===== config.mk =====
export PLATFORM = sky130hd
export DESIGN_NAME = booth_issue_ctrl
export DESIGN_NICKNAME = d
export VERILOG_FILES = /design/src/rtl/booth_issue_ctrl.sv
export SDC_FILE = /design/constraint.sdc
export NUM_CORES = 1
export LEC_CHECK = 0
export CORE_MARGIN = 3
export CORE_UTILIZATION = 35
export DETAILED_ROUTE_END_ITERATION = 7
export HOLD_SLACK_MARGIN = 0.08
export PLACE_DENSITY = 0.71
export SLEW_MARGIN = 20
export SYNTH_ARGS = -nofsm -noshare
export SYNTH_HDL_FRONTEND = slang
export SYNTH_SLANG_ARGS = --single-unit

===== constraint.sdc =====
create_clock -name clk -period 6 [get_ports clk]
set_input_delay 1.2 -clock clk [delete_from_list [all_inputs] [get_ports clk]]
set_output_delay 1.2 -clock clk [all_outputs]
set_load 0.05 [all_outputs]

===== src/rtl/booth_issue_ctrl.sv =====
// booth_issue_ctrl: issue/retire sequencer wrapped around the 12x8 booth_encode
// multiplier. Latches an operand pair, pulses start, follows the busy
// handshake with a timeout watchdog, and holds the product until it is taken.
module booth_issue_ctrl #(
    parameter int M_BITS  = 12,
    parameter int N_BITS  = 8,
    parameter int TIMEOUT = 64,
    parameter int CNT_W   = 7
) (
    input  logic                     clk,
    input  logic                     reset,
    input  logic                     in_valid,
    input  logic [M_BITS-1:0]        in_mpd,
    input  logic [N_BITS-1:0]        in_mpr,
    output logic                     in_ready,
    output logic [M_BITS-1:0]        mpd,
    output logic [N_BITS-1:0]        mpr,
    output logic                     start,
    input  logic                     busy,
    input  logic [M_BITS+N_BITS-1:0] answer,
    output logic                     out_valid,
    output logic [M_BITS+N_BITS-1:0] out_data,
    input  logic                     out_ready,
    output logic [CNT_W-1:0]         out_latency,
    output logic                     err
);

    typedef enum logic [2:0] {
        IDLE,
        LAUNCH,
        WAIT_HI,
        WAIT_LO,
        HOLD
    } state_t;

    localparam logic [CNT_W-1:0] LAT_MAX = '1;
    localparam logic [CNT_W-1:0] TO_LAST = CNT_W'(TIMEOUT - 1);

    state_t            state;
    logic [CNT_W-1:0]  wait_cnt;
    logic [CNT_W-1:0]  lat_cnt;
    logic [CNT_W-1:0]  lat_inc;

    // Saturating next value of the latency counter; it includes the current
    // wait cycle, so a capture reports cycles from start to busy fall.
    always_comb begin
        lat_inc = (lat_cnt == LAT_MAX) ? lat_cnt : lat_cnt + 1'b1;
    end

    // Sequencer FSM with all interface outputs registered.
    always_ff @(posedge clk or posedge reset) begin
        if (reset) begin
            state       <= IDLE;
            in_ready    <= 1'b1;
            mpd         <= '0;
            mpr         <= '0;
            start       <= 1'b0;
            out_valid   <= 1'b0;
            out_data    <= '0;
            out_latency <= '0;
            err         <= 1'b0;
            wait_cnt    <= '0;
            lat_cnt     <= '0;
        end else begin
            start <= 1'b0;
            case (state)
                IDLE: begin
                    if (in_valid) begin
                        mpd      <= in_mpd;
                        mpr      <= in_mpr;
                        start    <= 1'b1;
                        in_ready <= 1'b0;
                        state    <= LAUNCH;
                    end
                end
                LAUNCH: begin
                    wait_cnt <= '0;
                    lat_cnt  <= '0;
                    state    <= WAIT_HI;
                end
                WAIT_HI: begin
                    lat_cnt <= lat_inc;
                    if (busy) begin
                        wait_cnt <= '0;
                        state    <= WAIT_LO;
                    end else if (wait_cnt == TO_LAST) begin
                        // Multiplier never raised busy: deliver whatever it drives.
                        err         <= 1'b1;
                        out_data    <= answer;
                        out_latency <= lat_inc;
                        out_valid   <= 1'b1;
                        state       <= HOLD;
                    end else begin
                        wait_cnt <= wait_cnt + 1'b1;
                    end
                end
                WAIT_LO: begin
                    lat_cnt <= lat_inc;
                    if (!busy || wait_cnt == TO_LAST) begin
                        if (busy) begin
                            err <= 1'b1;
                        end
                        out_data    <= answer;
                        out_latency <= lat_inc;
                        out_valid   <= 1'b1;
                        state       <= HOLD;
                    end else begin
                        wait_cnt <= wait_cnt + 1'b1;
                    end
                end
                HOLD: begin
                    if (out_ready) begin
                        out_valid <= 1'b0;
                        in_ready  <= 1'b1;
                        state     <= IDLE;
                    end
                end
                default: begin
                    in_ready <= 1'b1;
                    state    <= IDLE;
                end
            endcase
        end
    end

endmodule


After elaboration in Yosys (flattened, before gate mapping)
Cells that the tools add are included.
- register bits: 68
- bits of input ports: 45
- output and inout port bits: 51
- add/subtract/negate cells: 2
- equal/unequal tests: 15
- multiplexer cells: 33
- bitwise logic cells: 1
- reduce and logical (&&, ||, !) cells: 16
- operators with widths (cell ; count):
    two-way mux 20 bit ; 3
    two-way mux 7 bit ; 7
    case mux 20 bit (2 select lines) ; 1
    case mux 7 bit (2 select lines) ; 2
    case mux 7 bit (3 select lines) ; 1
    two-way mux 3 bit ; 5
    case mux 3 bit (5 select lines) ; 1
    adder 7 x 1 -> 7 bit, second input constant ; 2
    inequality test 2 bit, second input constant ; 7
    two-way mux 1 bit ; 10
    AND reduction 5 bit ; 2
    AND reduction 4 bit ; 2
    equality test 7 x 6 -> 1 bit, second input constant ; 1
    equality test 7 bit, second input constant ; 1
    equality test 3 x 2 -> 1 bit, second input constant ; 2
    inequality test 3 bit, second input constant ; 2
    case mux 1 bit (3 select lines) ; 2
    AND reduction 3 bit ; 2
    nonzero test 3 bit ; 2
    nonzero test 2 bit ; 2
    equality test 3 x 1 -> 1 bit, second input constant ; 1
    equality test 3 bit, second input constant ; 1
    logical NOT 3 bit ; 1
    OR reduction 3 bit ; 1
    6 further kinds ; 6

Logic depth before layout (Yosys ltp)
- word-level depth: 5
- gate-level depth with buffers: 7
- gate-level depth less buffers: 5

Worst setup path after synthesis
OpenSTA, ideal clock, no wires.
- kind: in2reg
- from: input port busy
- to: register out_data[0]
- setup time: 0.125 ns
- arrival: 2.259 ns
- required time: 5.875 ns
- path slack: 3.616 ns
- stages on the path: 5
- path through: nor4_1 > o2bb2ai_2 > buf_6 > buf_12 > mux2_4
- cells in the longest elaborated chain, start to end: 4
- RTL lines (what ; RTL line ; source):
    start: declaration ; 19 ; input logic busy,
    logical NOT 1 bit ; 99 ; if (!busy || wait_cnt == TO_LAST) begin
    logical OR 1 bit ; 99 ;
    inequality test 2 bit (no source line) ; -- ;
    AND reduction 4 bit (no source line) (*) ; -- ;
    end signal: assignment ; 89 ; out_data <= answer;
    end signal: assignment ; 103 ; out_data <= answer;
    end: declaration ; 22 ; output logic [M_BITS+N_BITS-1:0] out_data,
Every way passes the cells marked *; elsewhere a longest branch is shown, timed or not.
A chain may end at the register's enable or synchronous reset.

Worst setup path after layout
- from: register in_ready
- to: output port in_ready
- RTL lines (what ; RTL line ; source):
    start: declaration ; 15 ; output logic in_ready,
    start signal: assignment ; 54 ; in_ready <= 1'b1;
    start signal: assignment ; 72 ; in_ready <= 1'b0;
    start signal: assignment ; 114 ; in_ready <= 1'b1;
No word-level cell between the ends.

==> impl_metrics.tcl <==
set metrics [dict create \
    grt_pass1_vias 2204 \
    ant_nets 0 \
    antenna_found_initial 0 \
    synth_top_area_share 0.563 \
    max_freq_ghz 0.346 \
    ios 96 \
    start_kind "flop" \
    drive_gt1_frac 0.214 \
    cpMaxStageDelayCell "clkdlybuf4s50_1" \
    diodes 0 \
    synth_ff_type "dfrtp_1" \
    grt_max_degree 69 \
    drtIter0Drc 109 \
    setup_viol 0 \
    synth_top_cell_by_area "dfrtp_1" \
    slew_violations 0 \
    portBuffers 95 \
    clkTransAtPathRegs_ps 70 \
    place.gp.congestion 0.790 \
    met1_length_mm 2.66 \
    crit_path_end_kind "primary output" \
    hold_slack_ps 484 \
    yosysWarnings 0 \
    fin_total_pwr_mw 2.61 \
    crit_arrival_ps 1690 \
    maxCapViolations 0 \
    cp_cell_sequence "clkdlybuf4s50_1" \
    cp_top_family "buffers and inverters" \
    rsz0062_at_grt "false" \
    hold_viol_final 0 \
    fin_nets 374 \
    ctsResizeCount 0 \
    cts_setup_buffers 0 \
    synthArstFlopShare 1.00 \
    vdd.ir_drop.worst_uv 340 \
    cts_buffers 9 \
    die_w_um 98.2 \
    status "complete, no violations" \
    worst_slew_pin_slew_ps 1050 \
    worst-setup-path-type "flop to primary output" \
    fp.dieH_um 98.2 \
    drc 0 \
    min_period_ps 2890 \
    dpl_cell_area_um2 4010 \
    routed.top_layer "met4" \
    synth_edf_count 0 \
    max_stage_delay_ps 800 \
    synthCells 230 \
    core_um2 8260 \
    power_density_nw_per_um2 615 \
    cp_max_fo 3 \
    num_vias 2129 \
    leakage_nw 1.76 \
    ys_ff_latch 68 \
    area_growth_pct 42.8 \
    finClkSkew_ps 13.6 \
    hp-class "flop to flop" \
    yosys-top-cells-count "dfrtp_1 (67), mux2_2 (41), o21ai_0 (14), nand2_1 (12), nor2_1 (9)" \
    cts-hold-fix-buffers 0 \
    grt.overflow.total 0 \
    grtUsageTotal 0.138 \
    cts.sinks 68 \
    cts_tree "built" \
    n_fill_cell 748 \
    drtPass1Iterations 4 \
    wl_met3_um 456 \
    syn_area_um2 2980 \
    routed-wl-met2_mm 3.10 \
    synth_cell_types 41 \
    synth_nets 277 \
    place_hpwl_mm 4.44 \
    synth.most_common_cell "dfrtp_1" \
    cts-root-buf "clkbuf_8" \
    clock_latency_ps 350 \
    viasPerCell 4.87 \
    rows 33 \
    stdcell_area_um2 4250 \
    cts.path.max_buffers 2 \
    wirelength_mm 6.31 \
    grt_pass1_wl_mm 10.7 \
    start_util 0.360 \
    syn_avg_cell_area_um2 12.9 \
    worstPathBufferInverterCount 1 \
    ys_top_cells_by_area "dfrtp_1 (56%), mux2_2 (16%), mux2_4 (4.0%)" \
    timing.final.crit_share 0.482 \
    htreeDepth 3 \
    die_area_um2 9650 \
    final.setup.tns_ps 0 \
    post_drt_wl_per_cell_um 14.4 \
    synth_seq_area_share 0.572 \
    slew_headroom 0.296 \
    cp.required_ps 4800 \
]
worst paths after layout:
path,from,slack (ps),cells after the start,to
worst max-delay path,in_ready,3110,1,in_ready
worst min-delay path,err,480,1,err
worst max register to register,state[1],3290,4,out_data[16]
worst min register to register,err,480,1,err
max in group asynchronous,reset,4000,3,out_data[12]
min in group asynchronous,reset,1430,3,mpr[7]
metrics by stage:
step	setup slack, ps	util	instances
2_1_floorplan	3090	-	230
3_3_place_gp	2770	0.486	421
3_5_place_dp	2730	0.486	421
4_1_cts	3090	0.515	437
5_1_grt	3020	0.515	437
6_report	3110	0.515	437
report_power, final:
part / internal [mW] / switching (mW)
Combinational: 0.529 / 0.832
Sequential: 0.653 / 0.146
Clock: 0.277 / 0.176
sequential cells by signal, summed over array words and instances (netlist names):
| signal | cells |
|---|---|
| in_ready | 1 |
| mpr | 8 |
| wait_cnt | 7 |
| out_valid | 1 |
| out_latency | 7 |
| err | 1 |
| out_data | 20 |
| state | 3 |
| mpd | 12 |
| lat_cnt | 7 |
| start | 1 |
cell type report:
cell class                 instances  area, um^2  share of cell area
clock buffer                      10         128              0.0300
clock inverter                     6         111              0.0262
inverter                           7        26.3             0.00618
multi-input combinational        145        1190               0.281
sequential                        68        1700               0.401
tap                              105         131              0.0309
timing repair buffer              96         958               0.225
cell usage in the layout, fill, tap and decap left out, drive strengths merged, types with 2 or more instances in the layout:
master and count:
ha 2, a22o 5, inv 8, a31oi 4, nand2b 3, a21boi 2, xnor2 3, nor2b 3
nor2 9, nor3 2, o21ai 14, clkbuf 10, nand3 8, and3 3, nand2 12, o21bai 2
bufinv 3, a21oi 8, dfrtp 67, clkdlybuf4s50 95, xor2 2, mux2 49
logic make-up after synthesis:
family          Yosys count  share of synthesized area
xor+xnor                  5                     0.0147
simple gates             43                     0.0727
fa+ha+maj                 2                    0.00841
buf+inv                  17                     0.0319
mux                      50                      0.199
flops                    68                      0.572
compound gates           45                      0.101
metal layers:
metal,track usage,vias up
met5,0,-
met2,0.223,68
met4,0.0641,0
met1,0.166,1033
met3,0.0493,9
li1,-,1019
No activity file was read; power rests on OpenSTA's default activity.
